--- src/rtl/al_timekeeper_pkg.sv ---
// al_timekeeper_pkg
//   Shared definitions for the time-of-day / alarm core.
//   - alarm_state_e : alarm state machine encodings
//   - BCD digit limits used by the hh:mm incrementer
//   - 12-hour display conversion helpers (hour_to_12, hour_is_pm)
package al_timekeeper_pkg;

  typedef enum logic [1:0] {
    ST_IDLE     = 2'd0,
    ST_RINGING  = 2'd1,
    ST_SNOOZING = 2'd2
  } alarm_state_e;

  // BCD digit limits
  localparam logic [3:0] LS_DIGIT_MAX    = 4'd9;  // any least-significant digit
  localparam logic [3:0] MS_MIN_MAX      = 4'd5;  // tens of minutes
  localparam logic [3:0] MS_HOUR_MAX     = 4'd2;  // tens of hours
  localparam logic [3:0] LS_HOUR_MAX_TOP = 4'd3;  // units of hours when tens is 2

  // 12-hour conversion constants (BCD hours)
  localparam logic [7:0] HOUR_MIDNIGHT = 8'h00;
  localparam logic [7:0] HOUR_NOON     = 8'h12;
  localparam logic [7:0] HOUR_20       = 8'h20;
  localparam logic [7:0] HOUR_21       = 8'h21;

  // 24-hour BCD hour -> 12-hour BCD hour.
  // 00 -> 12, 01..12 unchanged, 13..23 -> 01..11.
  // Subtracting 8'h12 is a valid BCD subtraction except for 20 and 21,
  // where the units digit would need a borrow; those two are tabled.
  function automatic logic [7:0] hour_to_12(input logic [7:0] h24);
    logic [7:0] r;
    if (h24 == HOUR_MIDNIGHT) begin
      r = HOUR_NOON;
    end else if (h24 <= HOUR_NOON) begin
      r = h24;
    end else if (h24 == HOUR_20) begin
      r = 8'h08;
    end else if (h24 == HOUR_21) begin
      r = 8'h09;
    end else begin
      r = h24 - HOUR_NOON;
    end
    return r;
  endfunction

  // BCD ordering matches numeric ordering, so a plain compare works.
  function automatic logic hour_is_pm(input logic [7:0] h24);
    return (h24 >= HOUR_NOON);
  endfunction

endpackage

--- src/rtl/al_timekeeper_bcd_hhmm_inc.sv ---
// al_timekeeper_bcd_hhmm_inc
//   Combinational increment of a 24-hour BCD hh:mm value.
//   Ports:
//     hhmm      in  16  {ms_hour, ls_hour, ms_min, ls_min}
//     inc_min   in  1   advance minutes by one (59 -> 00)
//     inc_hour  in  1   advance hours by one (23 -> 00)
//     min_carry in  1   let a 59 -> 00 minute wrap advance the hour
//     hhmm_next out 16  resulting hh:mm
//   The hour advances at most once per evaluation: inc_hour and a carried
//   minute wrap are OR-ed, never summed.
module al_timekeeper_bcd_hhmm_inc
  import al_timekeeper_pkg::*;
(
  input  logic [15:0] hhmm,
  input  logic        inc_min,
  input  logic        inc_hour,
  input  logic        min_carry,
  output logic [15:0] hhmm_next
);

  logic [3:0] ms_h, ls_h, ms_m, ls_m;
  logic [3:0] ms_h_n, ls_h_n, ms_m_n, ls_m_n;
  logic       min_wrap;
  logic       hour_step;

  assign {ms_h, ls_h, ms_m, ls_m} = hhmm;

  always_comb begin
    ms_h_n    = ms_h;
    ls_h_n    = ls_h;
    ms_m_n    = ms_m;
    ls_m_n    = ls_m;
    min_wrap  = 1'b0;
    hour_step = 1'b0;

    if (inc_min) begin
      if (ls_m == LS_DIGIT_MAX) begin
        ls_m_n = 4'd0;
        if (ms_m == MS_MIN_MAX) begin
          ms_m_n   = 4'd0;
          min_wrap = 1'b1;
        end else begin
          ms_m_n = ms_m + 4'd1;
        end
      end else begin
        ls_m_n = ls_m + 4'd1;
      end
    end

    hour_step = inc_hour | (min_wrap & min_carry);

    if (hour_step) begin
      if ((ms_h == MS_HOUR_MAX) && (ls_h == LS_HOUR_MAX_TOP)) begin
        ms_h_n = 4'd0;
        ls_h_n = 4'd0;
      end else if (ls_h == LS_DIGIT_MAX) begin
        ms_h_n = ms_h + 4'd1;
        ls_h_n = 4'd0;
      end else begin
        ls_h_n = ls_h + 4'd1;
      end
    end
  end

  assign hhmm_next = {ms_h_n, ls_h_n, ms_m_n, ls_m_n};

endmodule

--- src/rtl/al_timekeeper.sv ---
// al_timekeeper
//   Single-clock time-of-day and alarm core. Time is kept internally as
//   24-hour BCD and advances on sec_tick enables; every output is a register
//   loaded from the same next-state values, so a sec_tick sampled at one
//   edge is visible on all outputs right after that edge.
//   Ports:
//     MCLK          in   system clock, rising edge
//     rst_n         in   synchronous reset, active low
//     sec_tick      in   one-cycle enable, one per second
//     fast_mode     in   each sec_tick advances one minute, seconds held 0
//     set_time      in   level: clock stopped, inc_* edit time
//     set_alarm     in   level: inc_* edit alarm (set_time has priority)
//     inc_hour      in   one-cycle pulse
//     inc_min       in   one-cycle pulse
//     alarm_en      in   level: alarm armed
//     snooze        in   one-cycle pulse
//     alarm_off     in   one-cycle pulse
//     time_bcd      out  16  display-mode hh:mm
//     alarm_bcd     out  16  alarm hh:mm, 24-hour BCD
//     seconds       out  6   binary seconds
//     pm            out  1   hour >= 12
//     minute_pulse  out  1   minute changed by rollover this cycle
//     alarm_active  out  1   alarm state is RINGING
//     dbg_state     out  2   alarm state machine state
//   All control inputs are plain levels or single-cycle pulses sampled on
//   the rising edge; there is no back-pressure on any input.
module al_timekeeper
  import al_timekeeper_pkg::*;
#(
  parameter bit          HOUR_24     = 1'b1,
  parameter int unsigned SEC_PER_MIN = 60,
  parameter int unsigned SNOOZE_MIN  = 9,
  parameter int unsigned RING_MIN    = 1,
  parameter logic [15:0] ALARM_RST   = 16'h0600
) (
  input  logic         MCLK,
  input  logic         rst_n,
  input  logic         sec_tick,
  input  logic         fast_mode,
  input  logic         set_time,
  input  logic         set_alarm,
  input  logic         inc_hour,
  input  logic         inc_min,
  input  logic         alarm_en,
  input  logic         snooze,
  input  logic         alarm_off,
  output logic [15:0]  time_bcd,
  output logic [15:0]  alarm_bcd,
  output logic [5:0]   seconds,
  output logic         pm,
  output logic         minute_pulse,
  output logic         alarm_active,
  output alarm_state_e dbg_state
);

  localparam logic [5:0] SEC_LAST    = 6'(SEC_PER_MIN - 1);
  localparam logic [3:0] SNOOZE_LOAD = 4'(SNOOZE_MIN);
  localparam logic [3:0] RING_LOAD   = 4'(RING_MIN);

  logic [15:0]  time_hm;
  logic [15:0]  time_n;
  logic [15:0]  alarm_n;
  logic [5:0]   sec_n;
  logic         adv_min;
  logic         edit_alarm;
  logic         trigger;
  logic         cnt_expire;
  logic [3:0]   cnt_q;
  alarm_state_e state_q;

  function automatic logic [15:0] to_display(input logic [15:0] hhmm);
    if (HOUR_24) return hhmm;
    else         return {hour_to_12(hhmm[15:8]), hhmm[7:0]};
  endfunction

  assign edit_alarm = set_alarm & ~set_time;

  // Seconds next value and the "a minute rolled over" enable.
  always_comb begin
    sec_n   = seconds;
    adv_min = 1'b0;
    if (set_time) begin
      if (inc_min || inc_hour) sec_n = 6'd0;
    end else if (fast_mode) begin
      sec_n   = 6'd0;
      adv_min = sec_tick;
    end else if (sec_tick) begin
      if (seconds >= SEC_LAST) begin
        sec_n   = 6'd0;
        adv_min = 1'b1;
      end else begin
        sec_n = seconds + 6'd1;
      end
    end
  end

  // Time: rollover minutes carry into hours; editing never carries.
  al_timekeeper_bcd_hhmm_inc u_time_inc (
    .hhmm      (time_hm),
    .inc_min   (set_time ? inc_min : adv_min),
    .inc_hour  (set_time & inc_hour),
    .min_carry (~set_time),
    .hhmm_next (time_n)
  );

  al_timekeeper_bcd_hhmm_inc u_alarm_inc (
    .hhmm      (alarm_bcd),
    .inc_min   (edit_alarm & inc_min),
    .inc_hour  (edit_alarm & inc_hour),
    .min_carry (1'b0),
    .hhmm_next (alarm_n)
  );

  // Only a rollover can trigger; set_time edits force adv_min low.
  assign trigger    = adv_min & alarm_en & (time_n == alarm_bcd);
  assign cnt_expire = adv_min & (cnt_q <= 4'd1);

  always_ff @(posedge MCLK) begin
    if (!rst_n) begin
      time_hm      <= 16'h0000;
      seconds      <= 6'd0;
      alarm_bcd    <= ALARM_RST;
      time_bcd     <= to_display(16'h0000);
      pm           <= 1'b0;
      minute_pulse <= 1'b0;
      alarm_active <= 1'b0;
      cnt_q        <= 4'd0;
      state_q      <= ST_IDLE;
    end else begin
      time_hm      <= time_n;
      seconds      <= sec_n;
      alarm_bcd    <= alarm_n;
      time_bcd     <= to_display(time_n);
      pm           <= hour_is_pm(time_n[15:8]);
      minute_pulse <= adv_min;

      if (!alarm_en || alarm_off) begin
        state_q      <= ST_IDLE;
        alarm_active <= 1'b0;
      end else begin
        case (state_q)
          ST_IDLE: begin
            if (trigger) begin
              state_q      <= ST_RINGING;
              cnt_q        <= RING_LOAD;
              alarm_active <= 1'b1;
            end
          end
          ST_RINGING: begin
            if (snooze) begin
              state_q      <= ST_SNOOZING;
              cnt_q        <= SNOOZE_LOAD;
              alarm_active <= 1'b0;
            end else if (trigger) begin
              cnt_q <= RING_LOAD;
            end else if (cnt_expire) begin
              state_q      <= ST_IDLE;
              cnt_q        <= 4'd0;
              alarm_active <= 1'b0;
            end else if (adv_min) begin
              cnt_q <= cnt_q - 4'd1;
            end
          end
          ST_SNOOZING: begin
            if (trigger || cnt_expire) begin
              state_q      <= ST_RINGING;
              cnt_q        <= RING_LOAD;
              alarm_active <= 1'b1;
            end else if (adv_min) begin
              cnt_q <= cnt_q - 4'd1;
            end
          end
          default: begin
            state_q      <= ST_IDLE;
            alarm_active <= 1'b0;
          end
        endcase
      end
    end
  end

  assign dbg_state = state_q;

endmodule

--- config.mk ---
export PLATFORM = sky130hd
export DESIGN_NAME = al_timekeeper
export DESIGN_NICKNAME = d
export VERILOG_FILES = /design/src/rtl/al_timekeeper_pkg.sv /design/src/rtl/al_timekeeper_bcd_hhmm_inc.sv /design/src/rtl/al_timekeeper.sv
export SDC_FILE = /design/constraint.sdc
export NUM_CORES = 1
export LEC_CHECK = 0
export CAP_MARGIN = 40
export CORE_MARGIN = 3
export CORE_UTILIZATION = 35
export CTS_BUF_LIST = sky130_fd_sc_hd__clkbuf_16
export CTS_CLUSTER_DIAMETER = 150
export CTS_CLUSTER_SIZE = 10
export DETAILED_ROUTE_END_ITERATION = 16
export PLACE_DENSITY = 0.6
export SKIP_CTS_REPAIR_TIMING = 1
export SYNTH_ARGS = -nofsm -noshare
export SYNTH_HDL_FRONTEND = slang
export SYNTH_SLANG_ARGS = --single-unit
--- constraint.sdc ---
create_clock -name MCLK -period 3.3 [get_ports MCLK]
set_input_delay 0.495 -clock MCLK [delete_from_list [all_inputs] [get_ports MCLK]]
set_output_delay 0.495 -clock MCLK [all_outputs]
set_load 0.05 [all_outputs]
* Word level (Yosys, flattened, before mapping)
Cells that the tools add are included.
** Storage, ports and cells
- Register bits :: 47
- Input port bits :: 11
** Operators by class
- $add $sub $neg :: 10
- Order comparisons :: 3
- Equal/unequal tests :: 18
- Muxes and demuxes :: 49
- Bitwise operators :: 12
- Reduce and logical (&&, ||, !) cells :: 16
** Operator list (count)
- $mux W4 :: 23
- $add A4 B1 Y4 const B :: 8
- $mux W6 :: 5
- $eq A16 B16 Y1 :: 1
- $eq A4 B2 Y1 const B :: 4
- $eq A4 B4 Y1 const B :: 4
- $mux W1 :: 13
- $pmux W4 S3 :: 1
- $mux W2 :: 5
- $and A1 B1 Y1 :: 8
- $eq A4 B3 Y1 const B :: 2
- $ge A8 B5 Y1 const B :: 1
- $add A6 B1 Y6 const B :: 1
- $ge A6 B6 Y1 const B :: 1
- $ne A3 B3 Y1 const B :: 2
- $pmux W2 S3 :: 1
- $reduce_and A2 Y1 :: 3
- $reduce_bool A3 Y1 :: 2
- $le A4 B1 Y1 const B :: 1
- $ne A2 B2 Y1 const B :: 2
- $reduce_and A4 Y1 :: 1
- $sub A4 B1 Y4 const B :: 1
- $logic_or A1 B1 Y1 :: 3
- $not A1 Y1 :: 3
- other kinds (11) :: 12

* Depth between registers and ports, before layout
Gate-level depths: netlist (run 1).
- Depth in word-level cells :: 15
- Mapped depth :: 13
- Mapped depth without buffers :: 11

* By module
A second synthesis (run 1) with hierarchy kept.
** Unflattened totals
- Cell total of the unflattened synthesis :: 351
- Area, all modules :: 2977.9 µm²
** Modules (own cells, without submodules)
- al_timekeeper :: times used 1, cells an instance 222, area an instance 2082.0 µm², seq. area each 940.9 µm²
- al_timekeeper_bcd_hhmm_inc (u_alarm_inc) :: times used 1, cells an instance 64, area an instance 447.9 µm², seq. area each 0.0 µm²
- al_timekeeper_bcd_hhmm_inc (u_time_inc) :: times used 1, cells an instance 65, area an instance 447.9 µm², seq. area each 0.0 µm²

* Least setup slack after synthesis (run 1)
Ideal clock, no wire load.
- Path kind :: register -> register
- Start point :: reg seconds[0]
- End point :: reg cnt_q[3]
- Setup time :: 0.074 ns
- Arrival :: 3.232 ns
- Required time :: 3.226 ns
- Path slack :: -0.007 ns
- Stages on the path, launching flop included :: 12
- Buffers on the path :: 1
- Path through :: dfxtp_1 ha_1 o2111ai_1 a21oi_1 buf_2 a21oi_2 a221o_1 xor2_1 nor4_2 nand3_2 or3_1 a31oi_1
** Between the ends
- Longest elaborated chain between the ends :: 15
- Elaborated cells between the ends (all ways) :: 26
- Those cells by class :: order compare: 1; eq/ne: 2; mux: 16; bitwise: 5; reduce/logical: 2
** RTL lines
- start, declared :: RTL line al_timekeeper.sv:49 : output logic [5:0] seconds,
- start signal, assigned :: RTL line al_timekeeper.sv:131 : seconds <= sec_n;
- $ge A6 B6 Y1 * :: RTL line al_timekeeper.sv:88 : if (seconds >= SEC_LAST) begin
- $mux W1 * :: RTL line al_timekeeper.sv:88
- $mux W1 * :: RTL line al_timekeeper.sv:87 : end else if (sec_tick) begin
- $mux W1 * :: RTL line al_timekeeper.sv:84 : end else if (fast_mode) begin
- $mux W1 * :: RTL line al_timekeeper.sv:82 : if (set_time) begin
- $mux W1 :: RTL line al_timekeeper.sv:100 : .inc_min (set_time ? inc_min : adv_min),
- $mux W1 :: RTL line al_timekeeper_bcd_hhmm_inc.sv:36 : if (inc_min) begin
- $and A1 B1 Y1 :: RTL line al_timekeeper_bcd_hhmm_inc.sv:50 : hour_step = inc_hour | (min_wrap & min_carry);
- $or A1 B1 Y1 :: RTL line al_timekeeper_bcd_hhmm_inc.sv:50
- $mux W4 :: RTL line al_timekeeper_bcd_hhmm_inc.sv:52 : if (hour_step) begin
- $eq A16 B16 Y1 :: RTL line al_timekeeper.sv:115 : assign trigger = adv_min & alarm_en & (time_n == alarm_bcd);
- $and A1 B1 Y1 :: RTL line al_timekeeper.sv:115
- $mux W4 / $logic_or A1 B1 Y1 (equally long branches) :: RTL line al_timekeeper.sv:154, al_timekeeper.sv:165
- $mux W4 (on tied branches) :: RTL line al_timekeeper.sv:150, al_timekeeper.sv:165
- $pmux W4 S3 :: RTL line al_timekeeper.sv:141 : case (state_q)
- end signal, assigned :: RTL line al_timekeeper.sv:161 : cnt_q <= cnt_q - 4'd1;
- end signal, assigned :: RTL line al_timekeeper.sv:170 : cnt_q <= cnt_q - 4'd1;
- end, declared :: RTL line al_timekeeper.sv:68 : logic [3:0] cnt_q;
Every way passes the cells marked *; elsewhere a longest branch is shown, timed or not.
A chain may end at the register's enable or synchronous reset.

* Final worst setup path (run 1)
- Start point :: reg time_hm[12]
- End point :: reg state_q[0] (netlist: dbg_state[0])
** Between the ends
- Longest elaborated chain between the ends :: 9
- Elaborated cells between the ends (all ways) :: 15
- Those cells by class :: add/sub: 1; eq/ne: 5; mux: 5; bitwise: 1; reduce/logical: 3
** RTL lines
- start, declared :: RTL line al_timekeeper.sv:60 : logic [15:0] time_hm;
- start signal, assigned :: RTL line al_timekeeper.sv:130 : time_hm <= time_n;
- $add A4 B1 Y4 / $eq A4 B2 Y1 (equally long branches) :: RTL line al_timekeeper_bcd_hhmm_inc.sv:57, al_timekeeper_bcd_hhmm_inc.sv:53
- $mux W4 / $logic_and A1 B1 Y1 (equally long branches) :: RTL line al_timekeeper_bcd_hhmm_inc.sv:56, al_timekeeper_bcd_hhmm_inc.sv:53
- $mux W4 :: RTL line al_timekeeper_bcd_hhmm_inc.sv:53 : if ((ms_h == MS_HOUR_MAX) && (ls_h == LS_HOUR_MAX_TOP)) begin
- $mux W4 :: RTL line al_timekeeper_bcd_hhmm_inc.sv:52
- $eq A16 B16 Y1 * :: RTL line al_timekeeper.sv:115
- $and A1 B1 Y1 * :: RTL line al_timekeeper.sv:115
- $logic_or A1 B1 Y1 :: RTL line al_timekeeper.sv:165 : if (trigger || cnt_expire) begin
- $ne A2 B2 Y1 (no line)
- $reduce_and A4 Y1 (no line) *
- end signal, assigned :: RTL line al_timekeeper.sv:128 : state_q <= ST_IDLE;
- end signal, assigned :: RTL line al_timekeeper.sv:166 : state_q <= ST_RINGING;
- end signal, assigned :: RTL line al_timekeeper.sv:174 : state_q <= ST_IDLE;
- end, declared :: RTL line al_timekeeper.sv:69 : alarm_state_e state_q;
Marks and branches as above.

==> results of run 1 <==
-- cell type report --
class | count | share of cell area
clock buffers | 5 | 0.0291
clock inverters | 3 | 0.00902
inverters | 19 | 0.0166
multi-input cells | 326 | 0.513
flip-flops and latches | 47 | 0.219
well taps | 108 | 0.0314
repair buffers | 85 | 0.182
-- state kept, by name, indices dropped and copies added (netlist names) --
| name | cells |
|---|---|
| minute_pulse | 1 |
| time_hm | 16 |
| cnt_q | 4 |
| pm | 1 |
| alarm_bcd | 16 |
| seconds | 6 |
| dbg_state | 2 |
| alarm_active | 1 |
-- Yosys cell counts, drive strengths merged (5+ instances only) --
library cell   n  share of area
nor4           9          0.021
ha            16          0.061
a31oi          6          0.016
mux2i          8          0.028
or3            5         0.0095
nor2b         14          0.026
inv           19          0.022
nand2         33          0.037
buf            8          0.017
clkbuf        12          0.014
nand2b         8          0.015
a21oi         30          0.047
nor2          45          0.051
and2           6          0.011
nand3         16          0.027
o21ai         21          0.032
xor2           9          0.024
xnor2         14          0.037
nand4          5         0.0095
dfxtp         47           0.28
a211oi         5          0.011
nor3b          6          0.014
nor3          11          0.017
-- worst max-delay path by stage --
stage,to,slack [ns],depth (start not counted)
floorplan,cnt_q[3],0.004,11
global placement,dbg_state[0],-0.02,11
detailed placement,dbg_state[0],-0.09,11
CTS,dbg_state[0],0.17,11
global route,dbg_state[0],0.02,12
finish,dbg_state[0],0.17,12
-- power groups by stage --
stage	sequential [mW]	clock (mW)	combinational [mW]
global route	0.593	0.614	0.297
floorplan	0.645	0	0.122
global placement	0.604	0	0.271
finish	0.591	0.574	0.274
detailed placement	0.604	0	0.270
CTS	0.591	0.592	0.271
-- worst min-delay path: cells and delay by family (launching register included) --
family        cells  cell delay (ns)
xor+xnor          1             0.07
flops             1             0.36
simple gates      1             0.07
-- layer usage --
layer | wire length (um) | global-route usage
met1 | 4180 | 0.233
met3 | 455 | 0.0329
met5 | 0 | 0
met2 | 4130 | 0.278
met4 | 137 | 0.0488
-- stage by stage --
stage / setup slack, ns / std cells / utilization
finish: 0.168 / 593 / 0.481
global route: 0.0246 / 593 / 0.481
CTS: 0.172 / 593 / 0.480
detailed placement: -0.0900 / 585 / 0.461
global placement: -0.0195 / 585 / 0.461
floorplan: 0.00392 / 412 / -
-- cell families (layout without fill, tap and decap cells) --
| family | Yosys count | in the layout | share of synthesized area |
|---|---|---|---|
| mux | 8 | 8 | 0.0280 |
| buf+inv | 39 | 112 | 0.0526 |
| flops | 47 | 47 | 0.285 |
| compound gates | 100 | 100 | 0.218 |
| fa+ha+maj | 16 | 16 | 0.0606 |
| xor+xnor | 23 | 23 | 0.0609 |
| simple gates | 179 | 179 | 0.295 |
==> reports/metrics.csv, run 1 <==
stage,metric,value,unit
run_status,status,completed,
cts,cts_buffers,5,
timing,finalHoldViolCount,0,
synth,yosysSeqAreaShare,0.285,
detailed_routing,drt_iter0_markers,121,
power,power,1.44,mW
worst_setup_path,r2r_end,dbg_state[0],
detailed_routing,routed-via-count,3245,
synth,synthesis.nets,439,
worst_setup_path,path_cells,inv_1 > ha_1 > or4b_1 > o21ai_1 > buf_4 > nor3_1 > mux2i_1 > o211ai_1 > nor4_2 > a31oi_1 > nand2b_1 > a2111oi_2,
timing,rsz0062_at_grt,false,
global_routing,grt_use_total,0.171,
worst_setup_path,cp.arrival,3.32,ns
detailed_routing,viasPerCell,5.47,
power,max-vdd-ir-drop,0.184,mV
worst_setup_path,cp-startpoint,time_hm[12],
power,combPwrFrac,0.191,
placement,placed_cell_area,4120,um2
worst_setup_path,r2r_start,time_hm[12],
cts,clk_pin_slew,0.07,ns
worst_setup_path,path_class,reg2reg,
worst_hold_path,holdCritPathClass,reg2reg,
synth,synth_cells,412,
detailed_routing,ant_nets,0,
cts,cts_buffer_depth,2,
die,ios,54,
global_routing,overflow,0,
power,pwr-share-seq,0.411,
power,sw_frac_of_total,0.273,
timing,worst_pin_slew,0.550,ns
layout,fillers,871,
detailed_routing,avgRoutedWirePerCell,15.0,um
power,clkPwrFrac,0.399,
worst_setup_path,startpoint_type,flip-flop,
layout,drive_above_1_share,0.122,
timing,final-max-slew-violation-count,0,
power,internal_power,1.05,mW
layout,mostFrequentLayoutCell,clkdlybuf4s50_1,
worst_setup_path,critPathTopFamily,compound AO/OA/AOI/OAI gates,
timing,skew,0.00703,ns
die,die_h,103,um
detailed_routing,drt_first_pass_iters,5,
layout,syn_to_final_growth,30.1,%
power,power_density,335,nW/um2
synth,synth_cell_type_count,69,
flow_run,maxCapViolCount,0,
worst_setup_path,slowest_delay,0.46,ns
timing,whs,0.536,ns
die,core,8930,um2
worst_setup_path,r2r_slack,0.17,ns
timing,setup_viol,0,
cts,cts_tree,built,
worst_setup_path,worst_ep_required_time,3.49,ns
worst_setup_path,critical_path_peak_fanout,6,
timing,max_freq,319,MHz
placement,gp_congestion,0.893,
worst_hold_path,hold_path_end,seconds[0],
die,dieWidth,103,um
cts,clk_latency,0.29,ns
worst_hold_path,whs_path_depth,2,
global_routing,antenna_found_initial,0,
layout,diodes,0,
global_routing,grt_pass1_vias,3042,
power,p_leak,1.60,nW
worst_setup_path,path_buf_inv,2,
cts,numClockSinks,47,
die,rows,34,
placement,port_buffers,53,
synth,yosysWarningCount,0,
layout,layout_common_cells,"clkdlybuf4s50_1 (53), dfxtp_1 (46), nor2_1 (45), nand2_1 (33), buf_4 (31)",
synth,ys_ff_latch,47,
placement,dp_hpwl,6810,um
die,dieArea,10600,um2
worst_setup_path,end_kind,flip-flop,
worst_setup_path,cp_slowest_cell,or4b_1,
power,p_sw,393,uW
synth,async_flop_share,0,
synth,syn_avg_cell_area,8.02,um2
timing,fin_crit_sh,0.949,
synth,ys.flop_type,dfxtp_1,
global_routing,grt_max_degree,27,
layout,multiInputGateArea,2200,um2
timing,fin_crit,3.13,ns
layout,seq_area,942,um2
cts,cts-root-buf,clkbuf_16,
worst_hold_path,min_from,seconds[0],
synth,synth_area,3310,um2
detailed_routing,wl,8900,um
detailed_routing,drc_errors,0,
synth,synth_edf_count,0,
timing,relSlewSlack,0.631,
layout,layout.nets,511,
cts,cts_max_level,2,
timing,fin_tns_setup,0,ns
die,start_util,0.370,
worst_setup_path,ff2ff_path_depth,12,
layout,final_area,4300,um2
global_routing,grt_pass1_wl,14700,um
Power figures use the tool's default switching activity.
==> inputs of run 2 (changes only) <==
- CELL_PAD_IN_SITES_DETAIL_PLACEMENT: unset -> 1
- CELL_PAD_IN_SITES_GLOBAL_PLACEMENT: unset -> 1
- CTS_CLUSTER_SIZE: 10 -> unset
- DONT_BUFFER_PORTS: unset -> 1
- PLACE_DENSITY: 0.6 -> 0.66
==> run 2 against run 1 <==
  * Core utilization down 4.6 points
  * Design area is 9.6% lower
  * Sequential power hardly changed
  * Count of clock-buffer cells in the layout did not move
  * Routed wire length is 12% higher
  * Critical path depth unchanged
  * Total power increased by 4.6%
  * First-iteration DRC count is 28% lower
  * Critical endpoint unchanged
==> reports/metrics.csv, run 2 (same netlist as run 1, synthesis figures left out) <==
stage,metric,value,unit
run_status,status,completed,
worst_setup_path,cp_slowest_cell,nor4_2,
die,die_h,103,um
timing,setup_viol,0,
power,power_density,387,nW/um2
timing,skew,0.00647,ns
timing,fin_crit,3.06,ns
die,dieArea,10600,um2
worst_setup_path,end_kind,flip-flop,
worst_hold_path,min_from,rst_n,
layout,fillers,1098,
detailed_routing,routed-via-count,3134,
placement,dp_slack,0.105,ns
placement,port_buffers,0,
detailed_routing,ant_nets,0,
layout,syn_to_final_growth,17.6,%
worst_setup_path,path_cells,ha_1 > o2111ai_2 > a21oi_1 > buf_4 > a21oi_2 > buf_4 > mux2i_1 > o211ai_1 > nor4_2 > a31oi_1 > nand2b_1 > a2111oi_2,
global_routing,grt_use_total,0.191,
placement,gp_congestion,0.834,
cts,cts_max_level,2,
worst_hold_path,hold_path_end,alarm_bcd[9],
timing,final-max-slew-violation-count,0,
layout,diodes,0,
power,power,1.51,mW
worst_setup_path,worst_ep_required_time,3.49,ns
layout,layout_top_registers,"alarm_bcd: 16 flops, time_hm: 16 flops, seconds: 6 flops",
detailed_routing,wl,9960,um
die,start_util,0.370,
layout,utilization,0.435,
layout,seq_area,942,um2
worst_setup_path,r2r_end,dbg_state[0],
global_routing,overflow,0,
timing,fin_tns_setup,0,ns
worst_setup_path,r2r_slack,0.24,ns
worst_setup_path,slowest_delay,0.39,ns
power,p_leak,1.48,nW
worst_hold_path,holdCritPathClass,in2reg,
layout,drive_above_1_share,0.168,
global_routing,grt_max_degree,16,
worst_setup_path,cp-startpoint,seconds[0],
detailed_routing,viasPerCell,5.71,
die,dieWidth,103,um
layout,layout_common_cells,"dfxtp_1 (46), nor2_1 (45), buf_4 (41), nand2_1 (33), a21oi_1 (29)",
detailed_routing,drc_errors,0,
layout,multiInputGateArea,2240,um2
cts,cts_buffer_depth,2,
cts,cts_buffers,5,
detailed_routing,drt_first_pass_iters,4,
timing,relSlewSlack,0.480,
placement,placed_cells,539,
global_routing,grt_pass1_wl,16100,um
worst_setup_path,cp.arrival,3.25,ns
worst_setup_path,startpoint_type,flip-flop,
cts,cts-root-buf,clkbuf_16,
worst_setup_path,crit_top_cell,buf_4,
detailed_routing,drt_iter0_markers,87,
die,core,8930,um2
placement,dp_hpwl,7700,um
timing,setup_ws,0.238,ns
die,rows,34,
worst_setup_path,r2r_start,seconds[0],
timing,max_freq,327,MHz
die,ios,54,
worst_hold_path,whs_path_depth,1,
global_routing,antenna_found_initial,1,
flow_run,maxCapViolCount,0,
layout,layout.nets,467,
timing,finalHoldViolCount,0,
cts,clk_pin_slew,0.07,ns
cts,clk_latency,0.29,ns
cts,cts_tree,built,
cts,numClockSinks,47,
timing,worst_pin_slew,0.779,ns
global_routing,grt_pass1_vias,3215,
timing,fin_crit_sh,0.928,
layout,final_cells,549,
worst_setup_path,path_class,reg2reg,
layout,mostFrequentLayoutCell,dfxtp_1,
worst_setup_path,critical_path_peak_fanout,12,
worst_setup_path,ff2ff_path_depth,12,
power,max-vdd-ir-drop,0.191,mV
detailed_routing,avgRoutedWirePerCell,18.1,um
-- run 2: worst max-delay path by stage --
stage / end / slack, ns / cells after the start
detailed placement: dbg_state[0] / 0.10 / 11
CTS: dbg_state[0] / 0.08 / 10
finish: dbg_state[0] / 0.24 / 12
floorplan: cnt_q[3] / 0.004 / 11
global placement: dbg_state[0] / 0.24 / 11
global route: dbg_state[0] / -0.02 / 12
-- run 2: layout make-up --
type,instances,area share
multi-input combinational,326,0.576
sequential,47,0.242
timing repair buffer,41,0.0792
tap,108,0.0347
clock buffer,5,0.0322
inverter,19,0.0183
clock inverter,3,0.0174
-- run 2: power by group --
group          total (mW)  leakage (nW)  internal, mW  switching (mW)
clock               0.673        0.0900         0.435           0.238
sequential          0.591         0.380         0.579          0.0114
combinational       0.243          1.01        0.0787           0.164
-- run 2: worst max-delay path, delay by kind of cell, from the launching register on --
kind / cells / cell delay [ns]
AOI/OAI and AO/OA: 6 / 1.19
muxes: 1 / 0.20
adders and majority gates: 1 / 0.24
DFF: 1 / 0.33
buffers and inverters: 2 / 0.39
and+or+nand+nor: 2 / 0.60
-- run 2: stage by stage --
stage                     hold WS [ns]  instance area, um2
final                            0.311                3890
after global routing             0.312                3890
after CTS                        0.307                3820
after detailed placement         0.539                3630
after global placement           0.525                3630
after floorplan                  0.487                3310
-- run 2: metal layers --
layer	vias to the layer above	track usage	wire length, um
met2	48	0.318	4820
met4	2	0.0428	120
met1	1523	0.252	4600
li1	1548	-	-
met5	-	0	13
met3	13	0.0449	414
==> inputs of run 3 (changes only) <==
- CORE_MARGIN: 3 -> 2
- GPL_ROUTABILITY_DRIVEN: unset -> 0
==> run 3 against run 2 <==
  * Count of clock-buffer cells in the layout unchanged
  * Via count increased by 0.45%
  * Die area decreased by 3.8%
  * Register-to-register slack got worse by 0.02 ns
  * Sequential power about the same
  * Design area decreased by 1.8%
  * Critical path depth decreased by 1
  * Global-route usage increased by 0.69 points
  * Sequential cell count unchanged
  * Core utilization decreased by 2.0 points
  * Worst setup slack got worse by 0.016 ns
  * First-iteration DRC count increased by 5.7%
  * Highest routed layer unchanged
==> reports/metrics.csv, run 3 (same netlist as run 1, synthesis figures left out) <==
stage,metric,value,unit
run_status,status,completed,
cts,clk_pin_slew,0.07,ns
timing,whs,0.311,ns
layout,utilization,0.415,
placement,dp_slack,0.0892,ns
cts,cts_tree,built,
placement,placed_cell_area,3630,um2
worst_setup_path,slowest_delay,0.36,ns
power,power_density,352,nW/um2
global_routing,grt_use_total,0.198,
layout,layout.nets,467,
worst_setup_path,cp_slowest_cell,a221o_1,
worst_setup_path,r2r_slack,0.22,ns
power,combPwrFrac,0.174,
power,max-vdd-ir-drop,0.151,mV
timing,rsz0062_at_grt,false,
placement,placed_cells,541,
timing,finalHoldViolCount,0,
worst_setup_path,end_kind,flip-flop,
worst_setup_path,critical_path_peak_fanout,12,
layout,layout_common_cells,"dfxtp_1 (46), nor2_1 (45), buf_4 (41), nand2_1 (33), a21oi_1 (29)",
worst_setup_path,path_class,reg2reg,
timing,max_freq,325,MHz
detailed_routing,drt_iter0_markers,92,
die,ios,54,
global_routing,grt_pass1_vias,3204,
timing,skew,0.00525,ns
worst_setup_path,path_cells,ha_1 > o2111ai_2 > a21oi_1 > buf_4 > a31o_2 > a221o_1 > xor2_1 > nor4_2 > nand4b_1 > nor3b_1 > a2111oi_2,
cts,numClockSinks,47,
worst_setup_path,path_buf_inv,1,
cts,cts_max_level,2,
placement,port_buffers,0,
cts,cts_buffers,5,
flow_run,maxCapViolCount,0,
power,pwr-share-seq,0.442,
die,dieArea,10200,um2
global_routing,overflow,0,
timing,final-max-slew-violation-count,0,
timing,relSlewSlack,0.504,
worst_setup_path,worst_ep_required_time,3.49,ns
die,dieWidth,101,um
detailed_routing,wl,9840,um
timing,setup_viol,0,
timing,setup_ws,0.222,ns
detailed_routing,viasPerCell,5.70,
detailed_routing,drt_first_pass_iters,4,
power,clkPwrFrac,0.384,
global_routing,grt_max_degree,18,
detailed_routing,avgRoutedWirePerCell,17.8,um
global_routing,antenna_found_initial,1,
worst_setup_path,cp.arrival,3.26,ns
layout,syn_to_final_growth,15.5,%
detailed_routing,routed-via-count,3148,
timing,fin_tns_setup,0,ns
power,sw_frac_of_total,0.301,
power,p_leak,1.45,nW
die,core,9200,um2
worst_setup_path,startpoint_type,flip-flop,
power,p_sw,405,uW
global_routing,grt_pass1_wl,16300,um
die,start_util,0.359,
timing,fin_crit,3.08,ns
worst_hold_path,holdCritPathClass,in2reg,
placement,dp_hpwl,7660,um
die,die_h,101,um
layout,mostFrequentLayoutCell,dfxtp_1,
power,internal_power,938,uW
timing,worst_pin_slew,0.742,ns
cts,cts_buffer_depth,2,
detailed_routing,drc_errors,0,
timing,fin_crit_sh,0.933,
layout,final_area,3820,um2
layout,diodes,0,
detailed_routing,ant_nets,0,
power,power,1.34,mW
worst_setup_path,critPathTopFamily,compound AO/OA/AOI/OAI gates,
layout,final_cells,552,
cts,cts-root-buf,clkbuf_16,
cts,clk_latency,0.29,ns
layout,drive_above_1_share,0.161,
layout,layout_top_registers,"alarm_bcd: 16 flops, time_hm: 16 flops, seconds: 6 flops",
die,rows,35,
run 3: layout make-up:
class | count | area (um2)
Clock inverter | 3 | 20.0
Multi-Input combinational cell | 326 | 2210
Clock buffer | 5 | 125
Inverter | 19 | 71.3
Tap cell | 111 | 139
Sequential cell | 47 | 942
Timing Repair Buffer | 41 | 308
Fill cell | 1120 | 5380
run 3: final timing paths:
path / depth (start not counted) / endpoint / startpoint
worst max-delay path: 11 / dbg_state[0] / seconds[0]
worst min register to register: 2 / cnt_q[3] / cnt_q[3]
worst min-delay path: 1 / alarm_bcd[9] / rst_n
worst max register to register: 11 / dbg_state[0] / seconds[0]
run 3: metal layers:
metal	up-vias	GRT usage	routed length [um]
met4	2	0.0478	105
li1	1541	-	-
met1	1539	0.263	4580
met2	57	0.324	4660
met3	9	0.0497	486
met5	-	0	13
run 3: power by group through the flow:
stage / sequential (mW) / clock [mW] / combinational [mW]
finish: 0.593 / 0.516 / 0.234
detailed placement: 0.606 / 0 / 0.226
floorplan: 0.645 / 0 / 0.122
global placement: 0.605 / 0 / 0.226
global route: 0.595 / 0.555 / 0.254
CTS: 0.593 / 0.530 / 0.228
run 3: worst reg2reg max path: stages, from the launching register on:
cell and delay (ns):
dfxtp_2 0.32, ha_1 0.23, o2111ai_2 0.22, a21oi_1 0.10, buf_4 0.19, a31o_2 0.31
a221o_1 0.36, xor2_1 0.19, nor4_2 0.36, nand4b_1 0.16, nor3b_1 0.18, a2111oi_2 0.35
